===== src/rtl/alu_exec_unit.sv =====
// Single-outstanding ALU execution unit behind valid/ready request/response channels.
// One-cycle ops finish on the accept edge; MUL runs a DATA_W-step shift-add before responding.
module alu_exec_unit #(
  parameter int DATA_W  = 8,
  parameter int MUL_CYC = DATA_W
) (
  input  logic              clk,
  input  logic              rst_n,
  input  logic              req_valid,
  output logic              req_ready,
  input  logic [DATA_W-1:0] req_a,
  input  logic [DATA_W-1:0] req_b,
  input  logic [3:0]        req_op,
  output logic              rsp_valid,
  input  logic              rsp_ready,
  output logic [DATA_W-1:0] rsp_e,
  output logic [1:0]        rsp_cc,
  output logic              busy
);

  localparam int CW = (MUL_CYC > 1) ? $clog2(MUL_CYC) : 1;
  localparam logic [3:0] OP_MUL = 4'd8;

  typedef enum logic [1:0] {IDLE, MUL, DONE} state_t;
  typedef struct packed {
    logic [DATA_W-1:0] e;
    logic [1:0]        cc;
  } rsp_t;

  state_t              state, state_nxt;
  logic [DATA_W-1:0]   a_q, b_q;
  logic [CW-1:0]       cnt;
  logic [2*DATA_W-1:0] acc, acc_nxt;
  logic [DATA_W:0]     sum_w, dif_w;
  rsp_t                alu_res, mul_res;
  logic                accept, mul_last;

  assign req_ready = (state == IDLE);
  assign busy      = (state != IDLE);
  assign rsp_valid = (state == DONE);
  assign accept    = req_valid & req_ready;
  assign mul_last  = (cnt == CW'(MUL_CYC - 1));

  // Extra top bit of the widened add/sub is carry out / borrow.
  assign sum_w = {1'b0, req_a} + {1'b0, req_b};
  assign dif_w = {1'b0, req_a} - {1'b0, req_b};

  always_comb begin
    alu_res = '0;
    case (req_op)
      4'd0: begin alu_res.e = sum_w[DATA_W-1:0]; alu_res.cc[1] = sum_w[DATA_W]; end
      4'd1: begin alu_res.e = dif_w[DATA_W-1:0]; alu_res.cc[1] = dif_w[DATA_W]; end
      4'd2: alu_res.e = req_a & req_b;
      4'd3: alu_res.e = req_a | req_b;
      4'd4: alu_res.e = req_a ^ req_b;
      4'd5: alu_res.e = ~req_a;
      4'd6: begin alu_res.e = {req_a[DATA_W-2:0], 1'b0}; alu_res.cc[1] = req_a[DATA_W-1]; end
      4'd7: begin alu_res.e = {1'b0, req_a[DATA_W-1:1]}; alu_res.cc[1] = req_a[0]; end
      default: alu_res.e = req_a;
    endcase
    alu_res.cc[0] = (alu_res.e == '0);
  end

  // One partial product per MUL cycle; the result is taken from the final sum.
  always_comb begin
    acc_nxt = acc;
    if (b_q[cnt]) acc_nxt = acc + ({{DATA_W{1'b0}}, a_q} << cnt);
    mul_res.e  = acc_nxt[DATA_W-1:0];
    mul_res.cc = {|acc_nxt[2*DATA_W-1:DATA_W], (acc_nxt[DATA_W-1:0] == '0)};
  end

  always_comb begin
    state_nxt = state;
    case (state)
      IDLE:    if (accept) state_nxt = (req_op == OP_MUL) ? MUL : DONE;
      MUL:     if (mul_last) state_nxt = DONE;
      DONE:    if (rsp_ready) state_nxt = IDLE;
      default: state_nxt = IDLE;
    endcase
  end

  always_ff @(posedge clk or negedge rst_n) begin
    if (!rst_n) state <= IDLE;
    else        state <= state_nxt;
  end

  always_ff @(posedge clk or negedge rst_n) begin
    if (!rst_n) begin
      a_q    <= '0;
      b_q    <= '0;
      cnt    <= '0;
      acc    <= '0;
      rsp_e  <= '0;
      rsp_cc <= '0;
    end else begin
      case (state)
        IDLE: if (accept) begin
          a_q <= req_a;
          b_q <= req_b;
          cnt <= '0;
          acc <= '0;
          if (req_op != OP_MUL) {rsp_e, rsp_cc} <= alu_res;
        end
        MUL: begin
          acc <= acc_nxt;
          cnt <= cnt + CW'(1);
          if (mul_last) {rsp_e, rsp_cc} <= mul_res;
        end
        default: ;
      endcase
    end
  end

endmodule


===== config.mk =====
export PLATFORM = sky130hd
export DESIGN_NAME = alu_exec_unit
export DESIGN_NICKNAME = d
export VERILOG_FILES = /design/src/rtl/alu_exec_unit.sv
export SDC_FILE = /design/constraint.sdc
export NUM_CORES = 1
export LEC_CHECK = 0
export ABC_AREA = 1
export BUFFER_PORTS_ARGS = -buffer_cell sky130_fd_sc_hd__buf_2
export CAP_MARGIN = 10
export CORE_MARGIN = 4
export CORE_UTILIZATION = 60
export CTS_BUF_LIST = sky130_fd_sc_hd__clkbuf_16
export CTS_CLUSTER_SIZE = 25
export DETAILED_ROUTE_END_ITERATION = 16
export PLACE_DENSITY = 0.85
export SLEW_MARGIN = 10
export SYNTH_ARGS = -nofsm -noshare
export SYNTH_HDL_FRONTEND = slang
export SYNTH_SLANG_ARGS = --single-unit

===== constraint.sdc =====
create_clock -name clk -period 3.85 [get_ports clk]
set_input_delay 0 -clock clk [delete_from_list [all_inputs] [get_ports clk]]
set_output_delay 0 -clock clk [all_outputs]
set_load 0.005 [all_outputs]

==> results.md <==
- The net switching component of the power is 1.27 mW.
- The number of antenna violations at the first check in global routing is 0.
- In the routed layout, each cell is associated on average with a via count of 5.86.
- The cell with the biggest individual delay on the critical path is dfrtp_1.
- The worst-case IR drop observed on VDD is ~400 uV.
- The share of the synthesized area in the top cell type is 23.5%.
- 37 I/O pins were placed.
- The horizontal die dimension is between 90 and 100 um.
- The largest total area in the synthesized netlist belongs to dfrtp_1.
- The flow ran to the end, and the final reports show no timing, DRC or antenna violations.
- The area overhead of the layout relative to synthesis is 8.06%.
- The worst setup path is captured at a register.
- Buffers inserted to repair hold after CTS numbered 2.
- The number of global-route vias before repair is 5131.
- The share of power burned in combinational logic is 50.0%.
- The area of the core is 8180 sq um.
- The first-pass iteration count of the detailed router is 8.
- The post-detailed-route DRC marker count is 0.
- The number of standard-cell rows in the floorplan is 33.
- Entering global routing, the biggest net connects 48 pins.
- The total internal power is 1.47 mW.
- The smallest clock period supported by the final layout is computed as around 3.3 ns.
- The clock-pin transition on the worst setup and hold timing paths is ~0.070 ns.
- The clock network burns 20.8% of the power.
- The part of the Yosys area used for sequential elements is 23.5%.
- The number of flip-flops and latches in the synthesized netlist is 47.
- The highest attainable clock frequency is about 300 MHz.
- The number of max-slew violations in the final report came to 0.
- The critical path is of the register to register type.
- The most common cell in the synthesized netlist is nand2_1.
- Synthesis produced a netlist with a net count of 884.
- The share of the cycle needed by the critical path after routing is 84.7%.
- In this run, synthesis inferred 0 flip-flops with an integrated enable.
- The number of hold violations in the final report is 0.
- The number of cells traversed by the worst hold path is 3.
- The worst slew margin relative to its limit is 23.8%.
- The clock latency on the worst-skew pair is 0.29 ns.
- For the pin with the worst max-slew slack, the measured transition is 1.14 ns.
- Sorting the synthesized cells by area gives the leading types as dfrtp_1, nand2_1, ha_1, nand3_1, inv_1.
- The die height is 99.3 um.
- STA classifies the critical path startpoint as a register.
- Summed over all nets, the half-perimeter wirelength after detailed placement is 12.1 mm.
- Input and output buffers added on the ports amount to 36.
- The depth of the worst register-to-register path is 18.
- Setup repair after global routing left no endpoint under its margin.
- The routed design has ~16 mm of wire.
- The H-tree depth reported by CTS is 2.
- The signal on the critical path passes through inv_2, nand2_1, o21ai_0, o21ai_0, o21ai_0, ha_1, nand2_1, nor2_1, nand2_1, nand3_1, nand2_1, nand3_1, nand2_1, nor2_1, nand4_1, nand2_1, inv_1, a21oi_1.
- The DRC violation total after the first TritonRoute iteration is 542.
- The clock passes through at most 2 buffers.
- The total of endpoints with negative setup slack in the final report is 0.
- The detailed-route wire length per cell is 16.5 um.
- The full die area is 9860 sq um.
- The clock sink count is 47.
- The accumulated negative setup slack is 0 ns.
- The post-synthesis instance total is 814.
- The most prevalent standard cell on the critical path is nand2_1.
- The synthesized netlist occupies a cell area of around 5000 sq um.
- Post-CTS timing repair inserted 0 buffers for setup.
- The repair_antennas step left the layout with diodes totalling 0.
- The startpoint identified for the worst register-to-register timing path is cnt[0]$_DFFE_PN0P_.
- The count of instances resized after the clock tree is built is 0.
- The overall overflow remaining after global route is 0.
- The hold path startpoint is req_b[0].
- The clock root buffer master is clkbuf_16.
- TritonCTS built the clock tree.
- The share of cells above drive strength 1 is 7.74%.
- The most used flip-flop cell after synthesis is dfrtp_1.
- For this run, the slowest stage of the critical path takes 0.67 ns.
- The power per cell area is 507 nW/um^2.
- The register share of total power is between 20% and 30%.
- The global-route total usage across every layer is between 30% and 40%.
- The net count of the finished layout is 909.
- In this run the mean area of a mapped cell was a little over 6 sq um.
- The post-synthesis async set-or-reset flop share is 100%.
- The first global-routing pass estimated 25.4 mm of wire.
- In this run the remaining antenna-violating nets after routing total 0.
- Data arrives at the worst endpoint at 3.46 ns.
- The static leakage is 2.99 nW.
- The switching portion of total power is 46.2%.
- The largest fanout of any net on the critical path is 17.
- The worst setup slack before clock tree synthesis is 0.685 ns.
- The class of the most critical hold timing path is input port to register.
- STA puts the critical path data required time at 4.05 ns.
- Clock skew on the completed layout was measured at 0.0130 ns.
- The final critical-path setup slack is 0.588 ns.
- Routability-driven placement finished with a final weighted congestion of a little over 1.
- The starting density of the core is between 60% and 70%.
- The tool flagged a number of max-cap violations equal to 0.
- By count the netlist is led by nand2_1, inv_1, nand3_1.
- The netlist uses 38 different library cells.
- The number of buffers added by the clock tree synthesis step is 5.
- For this block, the via count after detailed routing is around 5500.
- Tracing the worst setup path back leads to its startpoint at cnt[0]$_DFFE_PN0P_.
- The count of synthesis-stage warnings from yosys is 0.
## cell type report
| class | instances | area, sq um |
|---|---|---|
| clock inverters | 3 | 63.8 |
| fillers | 775 | 2770 |
| well taps | 105 | 131 |
| clock buffers | 5 | 125 |
| multi-input cells | 624 | 3250 |
| inverters | 123 | 462 |
| flip-flops and latches | 47 | 1180 |
| repair buffers | 38 | 200 |
## through the flow
step	utilization [%]	cell area [sq um]	instances	hold WS, ns	power, mW
3_5_place_dp	63.5	5190	935	0.269	2.13
6_report	66.1	5400	945	0.0570	2.74
3_3_place_gp	63.5	5190	935	0.249	2.11
4_1_cts	66.1	5400	945	0.0552	2.71
5_1_grt	66.1	5400	945	0.0804	2.95
2_1_floorplan	-	5000	814	-0.296	1.74
## layout by cell type, fill, tap and decap left out, drive strengths merged, types with 2 or more instances in the layout
master	count
clkbuf	5
ha	43
dfrtp	47
a22o	5
o22ai	4
and2	2
inv	124
mux2i	4
nor3	4
nand3	109
nand2	268
or2	4
nand3b	5
buf	36
nor2	76
a31oi	8
a21oi	24
nand4	15
dlygate4sd3	2
bufinv	2
fa	3
o21ai	43
## layer usage
layer	vias up	part of all wire, %	track usage (%)
met1	2546	43	46.1
met4	0	2.3	9.24
met2	294	44	49.6
li1	2665	-	-
met3	34	11	5.26
met5	-	0	0
## path summary, 6_finish.rpt
path | endpoint | slack, ns
worst min register to register | rsp_e[4]$_DFFE_PN0P_ | 0.51
max in group asynchronous | acc[7]$_DFFE_PN0P_ | 2.66
min in group asynchronous | b_q[4]$_DFFE_PN0P_ | 0.49
worst max register to register | rsp_cc[0]$_DFFE_PN0P_ | 0.59
worst max-delay path | rsp_cc[0]$_DFFE_PN0P_ | 0.59
worst min-delay path | b_q[0]$_DFFE_PN0P_ | 0.06
## logic make-up (layout without fill, tap and decap cells)
family	after synthesis	in the layout	share of synthesized area [%]
fa+ha+maj	46	46	12.0
simple gates	484	484	41.9
mux	4	4	0.801
compound gates	89	89	10.0
xor+xnor	1	1	0.175
buf+inv	143	169	11.6
flops	47	47	23.5
## power groups by stage
stage	logic (mW)	registers, mW	clock network (mW)
after floorplan	0.990	0.752	0
after global placement	1.31	0.794	0
after detailed placement	1.33	0.799	0
after CTS	1.35	0.792	0.571
after global routing	1.55	0.818	0.589
final	1.37	0.800	0.569
## critical path: cells and delay by family (launching register included)
| kind | cells | cell delay, ns |
|---|---|---|
| adders and majority gates | 1 | 0.43 |
| and+or+nand+nor | 11 | 1.14 |
| buffers and inverters | 2 | 0.24 |
| AOI/OAI and AO/OA | 4 | 0.71 |
| DFF | 1 | 0.67 |
## registers in the layout, summed over array words and instances, names as in the netlist
signal	cells
cnt	3
b_q	8
a_q	8
rsp_cc	2
rsp_e	8
state	2
acc	16
No activity file was read; power rests on OpenSTA's default activity.
